<file path="src/rtl/spi_agc_axil_slave.sv">
// AXI4-Lite register bank holding four SPI AGC configuration words.
// Each committed write raises a one-cycle update pulse for the register written.
module spi_agc_axil_slave #(
    parameter int C_S_AXI_DATA_WIDTH = 32,
    parameter int C_S_AXI_ADDR_WIDTH = 4
) (
    input  logic                              S_AXI_ACLK,
    input  logic                              S_AXI_ARESETN,
    input  logic [C_S_AXI_ADDR_WIDTH-1:0]     S_AXI_AWADDR,
    input  logic [2:0]                        S_AXI_AWPROT,
    input  logic                              S_AXI_AWVALID,
    output logic                              S_AXI_AWREADY,
    input  logic [C_S_AXI_DATA_WIDTH-1:0]     S_AXI_WDATA,
    input  logic [(C_S_AXI_DATA_WIDTH/8)-1:0] S_AXI_WSTRB,
    input  logic                              S_AXI_WVALID,
    output logic                              S_AXI_WREADY,
    output logic [1:0]                        S_AXI_BRESP,
    output logic                              S_AXI_BVALID,
    input  logic                              S_AXI_BREADY,
    input  logic [C_S_AXI_ADDR_WIDTH-1:0]     S_AXI_ARADDR,
    input  logic [2:0]                        S_AXI_ARPROT,
    input  logic                              S_AXI_ARVALID,
    output logic                              S_AXI_ARREADY,
    output logic [C_S_AXI_DATA_WIDTH-1:0]     S_AXI_RDATA,
    output logic [1:0]                        S_AXI_RRESP,
    output logic                              S_AXI_RVALID,
    input  logic                              S_AXI_RREADY,
    output logic [C_S_AXI_DATA_WIDTH-1:0]     agc_reg0,
    output logic [C_S_AXI_DATA_WIDTH-1:0]     agc_reg1,
    output logic [C_S_AXI_DATA_WIDTH-1:0]     agc_reg2,
    output logic [C_S_AXI_DATA_WIDTH-1:0]     agc_reg3,
    output logic [3:0]                        agc_reg_upd
);
    localparam int NB = C_S_AXI_DATA_WIDTH / 8;

    logic                          r_awready;
    logic                          r_wready;
    logic                          r_bvalid;
    logic                          r_arready;
    logic                          r_rvalid;
    logic                          r_aw_held;
    logic                          r_w_held;
    logic [1:0]                    r_aw_sel;
    logic [C_S_AXI_DATA_WIDTH-1:0] r_wdata;
    logic [NB-1:0]                 r_wstrb;
    logic [C_S_AXI_DATA_WIDTH-1:0] r_rdata;
    logic [C_S_AXI_DATA_WIDTH-1:0] r_regs [4];
    logic [3:0]                    r_upd;

    logic                          w_aw_hs;
    logic                          w_w_hs;
    logic                          w_b_hs;
    logic                          w_ar_hs;
    logic                          w_r_hs;
    logic                          w_commit;
    logic                          w_aw_held_next;
    logic                          w_w_held_next;
    logic                          w_rvalid_next;
    logic [C_S_AXI_DATA_WIDTH-1:0] w_wr_word;
    logic                          w_unused_ok;

    assign w_aw_hs  = S_AXI_AWVALID && r_awready;
    assign w_w_hs   = S_AXI_WVALID && r_wready;
    assign w_b_hs   = r_bvalid && S_AXI_BREADY;
    assign w_ar_hs  = S_AXI_ARVALID && r_arready;
    assign w_r_hs   = r_rvalid && S_AXI_RREADY;
    // A pending response blocks the commit, so at most one B is ever outstanding.
    assign w_commit = r_aw_held && r_w_held && !r_bvalid;

    assign w_aw_held_next = w_commit ? 1'b0 : (r_aw_held || w_aw_hs);
    assign w_w_held_next  = w_commit ? 1'b0 : (r_w_held || w_w_hs);
    assign w_rvalid_next  = w_ar_hs || (r_rvalid && !w_r_hs);

    for (genvar gi = 0; gi < NB; gi++) begin : g_byte
        assign w_wr_word[gi*8 +: 8] = r_wstrb[gi] ? r_wdata[gi*8 +: 8]
                                                  : r_regs[r_aw_sel][gi*8 +: 8];
    end

    always_ff @(posedge S_AXI_ACLK or negedge S_AXI_ARESETN) begin
        if (!S_AXI_ARESETN) begin
            r_awready <= 1'b0;
            r_wready  <= 1'b0;
            r_bvalid  <= 1'b0;
            r_arready <= 1'b0;
            r_rvalid  <= 1'b0;
            r_aw_held <= 1'b0;
            r_w_held  <= 1'b0;
            r_aw_sel  <= '0;
            r_wdata   <= '0;
            r_wstrb   <= '0;
            r_rdata   <= '0;
            r_upd     <= '0;
            for (int i = 0; i < 4; i++) begin
                r_regs[i] <= '0;
            end
        end else begin
            r_aw_held <= w_aw_held_next;
            r_w_held  <= w_w_held_next;
            r_awready <= !w_aw_held_next;
            r_wready  <= !w_w_held_next;
            r_rvalid  <= w_rvalid_next;
            r_arready <= !w_rvalid_next;

            if (w_aw_hs) begin
                r_aw_sel <= S_AXI_AWADDR[3:2];
            end
            if (w_w_hs) begin
                r_wdata <= S_AXI_WDATA;
                r_wstrb <= S_AXI_WSTRB;
            end

            if (w_commit) begin
                r_bvalid <= 1'b1;
            end else if (w_b_hs) begin
                r_bvalid <= 1'b0;
            end

            r_upd <= '0;
            if (w_commit) begin
                r_upd[r_aw_sel] <= 1'b1;
            end
            for (int i = 0; i < 4; i++) begin
                if (w_commit && (r_aw_sel == 2'(i))) begin
                    r_regs[i] <= w_wr_word;
                end
            end

            // Sampled before this edge's commit lands, so a colliding read sees the old word.
            if (w_ar_hs) begin
                r_rdata <= r_regs[S_AXI_ARADDR[3:2]];
            end
        end
    end

    assign S_AXI_AWREADY = r_awready;
    assign S_AXI_WREADY  = r_wready;
    assign S_AXI_BRESP   = 2'b00;
    assign S_AXI_BVALID  = r_bvalid;
    assign S_AXI_ARREADY = r_arready;
    assign S_AXI_RDATA   = r_rdata;
    assign S_AXI_RRESP   = 2'b00;
    assign S_AXI_RVALID  = r_rvalid;
    assign agc_reg0      = r_regs[0];
    assign agc_reg1      = r_regs[1];
    assign agc_reg2      = r_regs[2];
    assign agc_reg3      = r_regs[3];
    assign agc_reg_upd   = r_upd;

    assign w_unused_ok = ^{S_AXI_AWPROT, S_AXI_ARPROT, S_AXI_AWADDR, S_AXI_ARADDR};

endmodule

</file>
<file path="config.mk">
export PLATFORM = sky130hd
export DESIGN_NAME = spi_agc_axil_slave
export DESIGN_NICKNAME = d
export VERILOG_FILES = /design/src/rtl/spi_agc_axil_slave.sv
export SDC_FILE = /design/constraint.sdc
export NUM_CORES = 1
export LEC_CHECK = 0
export ABC_AREA = 1
export BUFFER_PORTS_ARGS = -buffer_cell sky130_fd_sc_hd__buf_2
export CORE_AREA = 2 2 164 166
export DETAILED_ROUTE_END_ITERATION = 12
export DIE_AREA = 0 0 166 168
export GPL_ROUTABILITY_DRIVEN = 1
export PLACE_DENSITY_LB_ADDON = 0.05
export SLEW_MARGIN = 25
export SYNTH_ARGS = -nofsm -noshare
export SYNTH_HDL_FRONTEND = slang
export SYNTH_SLANG_ARGS = --single-unit
</file>
<file path="constraint.sdc">
create_clock -name S_AXI_ACLK -period 2.4 [get_ports S_AXI_ACLK]
set_input_delay 0.24 -clock S_AXI_ACLK [delete_from_list [all_inputs] [get_ports S_AXI_ACLK]]
set_output_delay 0.24 -clock S_AXI_ACLK [all_outputs]
set_load 0.1 [all_outputs]
</file>
==> flow_metrics.tcl <==
set metrics [dict create \
    status "completed" \
    cp_num_buf_inv 2 \
    ys_seq_elements 209 \
    synth.area.mux_share 0 \
    crit_path_start_kind "flip-flop" \
    overflow 0 \
    htree_num_levels 1 \
    numPortBuffers 215 \
    hold_depth 4 \
    end_kind "flip-flop" \
    num_rows 60 \
    antenna_cells 0 \
    place.gp.congestion 0.805 \
    timing.fmax_mhz 535 \
    antenna_found_initial 1 \
    syn-cell-area_um2 10400 \
    hold_class "input port to flip-flop" \
    timing.final.crit_period_ns 1.87 \
    cts_setup_buffers 0 \
    cts_buffer_depth 3 \
    wirelength_mm 37.1 \
    wl_per_cell_um 18.4 \
    core_area_um2 26400 \
    initial_utilization 0.393 \
    skew_ns 0.00716 \
    area_delta_synth_final_pct 24.6 \
    setup_tns_ns 0 \
    dpl.hpwl_mm 22.3 \
    drt_first_pass_iters 5 \
    synthAdderAreaFrac 0 \
    synth_flop_cell "dfrtp_1" \
    avgSynthCellArea_um2 7.27 \
    setup_viol 0 \
    crit_cells 5 \
    hold_buffers 41 \
    ys_types 20 \
    worstSetupPathType "flip-flop to flip-flop" \
    die_area_um2 27900 \
    yosysWarnings 0 \
    synth_top_family_by_area "simple AND/OR/NAND/NOR gates" \
    worstPathCellList "inv_2, nor3_4, buf_4, nand3_1, nand2_1" \
    grt_max_degree 65 \
    yosys.area_share.simple 0.384 \
    finalNetCount 1714 \
    first_iter_violations 736 \
    grt_pass1_vias 9717 \
    path_clk_slew_ns 0.06 \
    worst_pin_slew_ns 0.881 \
    synthArstFlopShare 1.00 \
    crit_required_ns 2.85 \
    cts_tree "built" \
    cp.arrival_ns 2.32 \
    yosysSeqAreaShare 0.504 \
    drc 0 \
    cts-buffers-inserted 25 \
    io_pins 230 \
    netlist_instances 1427 \
    fillers 2707 \
    multi_input_comb_area_um2 4600 \
    via_per_inst 5.04 \
    synth_edf_count 0 \
    drv_slew 0 \
    critPathMaxStageDelay_ns 0.66 \
    die_x_um 166 \
    root_buffer "clkbuf_16" \
    cts.sinks 209 \
    critPathTopFamily "buffers and inverters" \
    clk_latency_ns 0.52 \
    cp_max_fo 33 \
    grt_setup_unrepaired "false" \
    synth_compound_area_frac 0.0574 \
    drtAntennaViolNets 0 \
    cts_resized 0 \
    grtUsageTotal 0.265 \
    cpMaxStageDelayCell "dfrtp_2" \
    vias 10100 \
    final-hold-violation-count 0 \
    seq_area_um2 5230 \
    slew_headroom 0.412 \
    grt_pass1_wl_mm 58.0 \
    max_cap_violations 0 \
    synth-xor-area-share 0 \
    drive_above_1_share 0.186 \
    stdcell_area_um2 12900 \
    period_share 0.779 \
    dpl_cell_area_um2 11800 \
    rr_worst_depth 5 \
    die_h_um 168 \
    rrSetupSlack_ns 0.53 \
]
[worst reg2reg max path: cells and delay by family, from the launching register on]
| kind | cells | cell delay [ns] |
|---|---|---|
| buffers and inverters | 2 | 0.69 |
| AND/OR/NAND/NOR | 3 | 0.46 |
| flip-flops | 1 | 0.66 |
[placed cells by master (no fill, tap or decap)]
cell	Yosys	final
nand2_1	700	699
buf_2	17	214
dfrtp_1	209	207
nand3_1	160	160
o21ai_0	109	109
nor2_1	96	96
dlygate4sd3_1	0	41
clkbuf_16	0	25
buf_4	12	23
inv_1	23	22
or2_2	19	19
clkbuf_1	38	12
inv_2	7	10
o21ai_1	9	9
buf_12	0	6
nor3_4	3	4
conb_1	1	4
clkbuf_8	0	3
dfrtp_2	0	2
nand3_4	1	1
nand2_2	0	1
a21oi_1	1	1
clkinv_1	3	1
bufinv_16	0	1
buf_8	0	1
[synthesized netlist by cell type (3+ instances only)]
| library cell | instances | area (um^2) |
|---|---|---|
| buf_6 | 6 | 67.6 |
| inv_1 | 23 | 86.3 |
| nand3_1 | 160 | 801 |
| buf_2 | 17 | 85.1 |
| nor3_4 | 3 | 48.8 |
| or2_2 | 19 | 119 |
| inv_2 | 7 | 26.3 |
| dfrtp_1 | 209 | 5230 |
| buf_1 | 12 | 45.0 |
| clkbuf_1 | 38 | 143 |
| clkinv_1 | 3 | 11.3 |
| o21ai_0 | 109 | 546 |
| nand2_1 | 700 | 2630 |
| nor2_1 | 96 | 360 |
| buf_4 | 12 | 90.1 |
| o21ai_1 | 9 | 45.0 |
[stage by stage]
stage / hold slack [ns] / util / worst slack [ns] / instances
finish: 0.102 / 0.490 / 0.530 / 2012
floorplan: -0.0556 / - / 0.466 / 1430
detailed placement: 0.225 / 0.446 / 0.560 / 1930
global route: 0.163 / 0.490 / 0.408 / 2012
global placement: 0.226 / 0.446 / 0.567 / 1930
CTS: 0.0971 / 0.490 / 0.554 / 2012
[layout make-up]
class	count	share of cell area
sequential	209	0.405
multi-input combinational	1103	0.356
clock inverter	1	0.00232
clock buffer	40	0.0551
inverter	33	0.00959
tap	341	0.0330
timing repair buffer	285	0.139
[cells by family after synthesis]
| kind of cell | after synthesis |
|---|---|
| buf+inv | 118 |
| flops | 209 |
| simple gates | 980 |
| compound gates | 119 |
| other cells | 1 |
[final timing paths]
check / startpoint / to
min: S_AXI_AWVALID / r_aw_sel[0]
min in group asynchronous: S_AXI_ARESETN / agc_reg1[25]
max: r_aw_sel[0] / agc_reg3[31]
min reg2reg: S_AXI_RVALID / S_AXI_ARREADY
max reg2reg: r_aw_sel[0] / agc_reg3[31]
max in group asynchronous: S_AXI_ARESETN / agc_reg1[3]
[sequential cells by signal, summed over array words and instances, names as in the netlist, 2 cells and up]
| name | cells |
|---|---|
| S_AXI_RDATA | 32 |
| agc_reg0 | 32 |
| agc_reg1 | 32 |
| agc_reg2 | 32 |
| agc_reg3 | 32 |
| r_wdata | 32 |
| agc_reg_upd | 4 |
| r_wstrb | 4 |
| r_aw_sel | 2 |
[routing by layer]
layer | routed length, um | track usage | share of wire
met5 | 0 | 0 | 0
met4 | 797 | 0.0616 | 0.021
met3 | 2420 | 0.0395 | 0.065
met2 | 16800 | 0.417 | 0.45
met1 | 17100 | 0.388 | 0.46
Power is left out: the tool's default activity adds up to more than one toggle a clock period on the data nets, which glitch-free logic cannot reach.
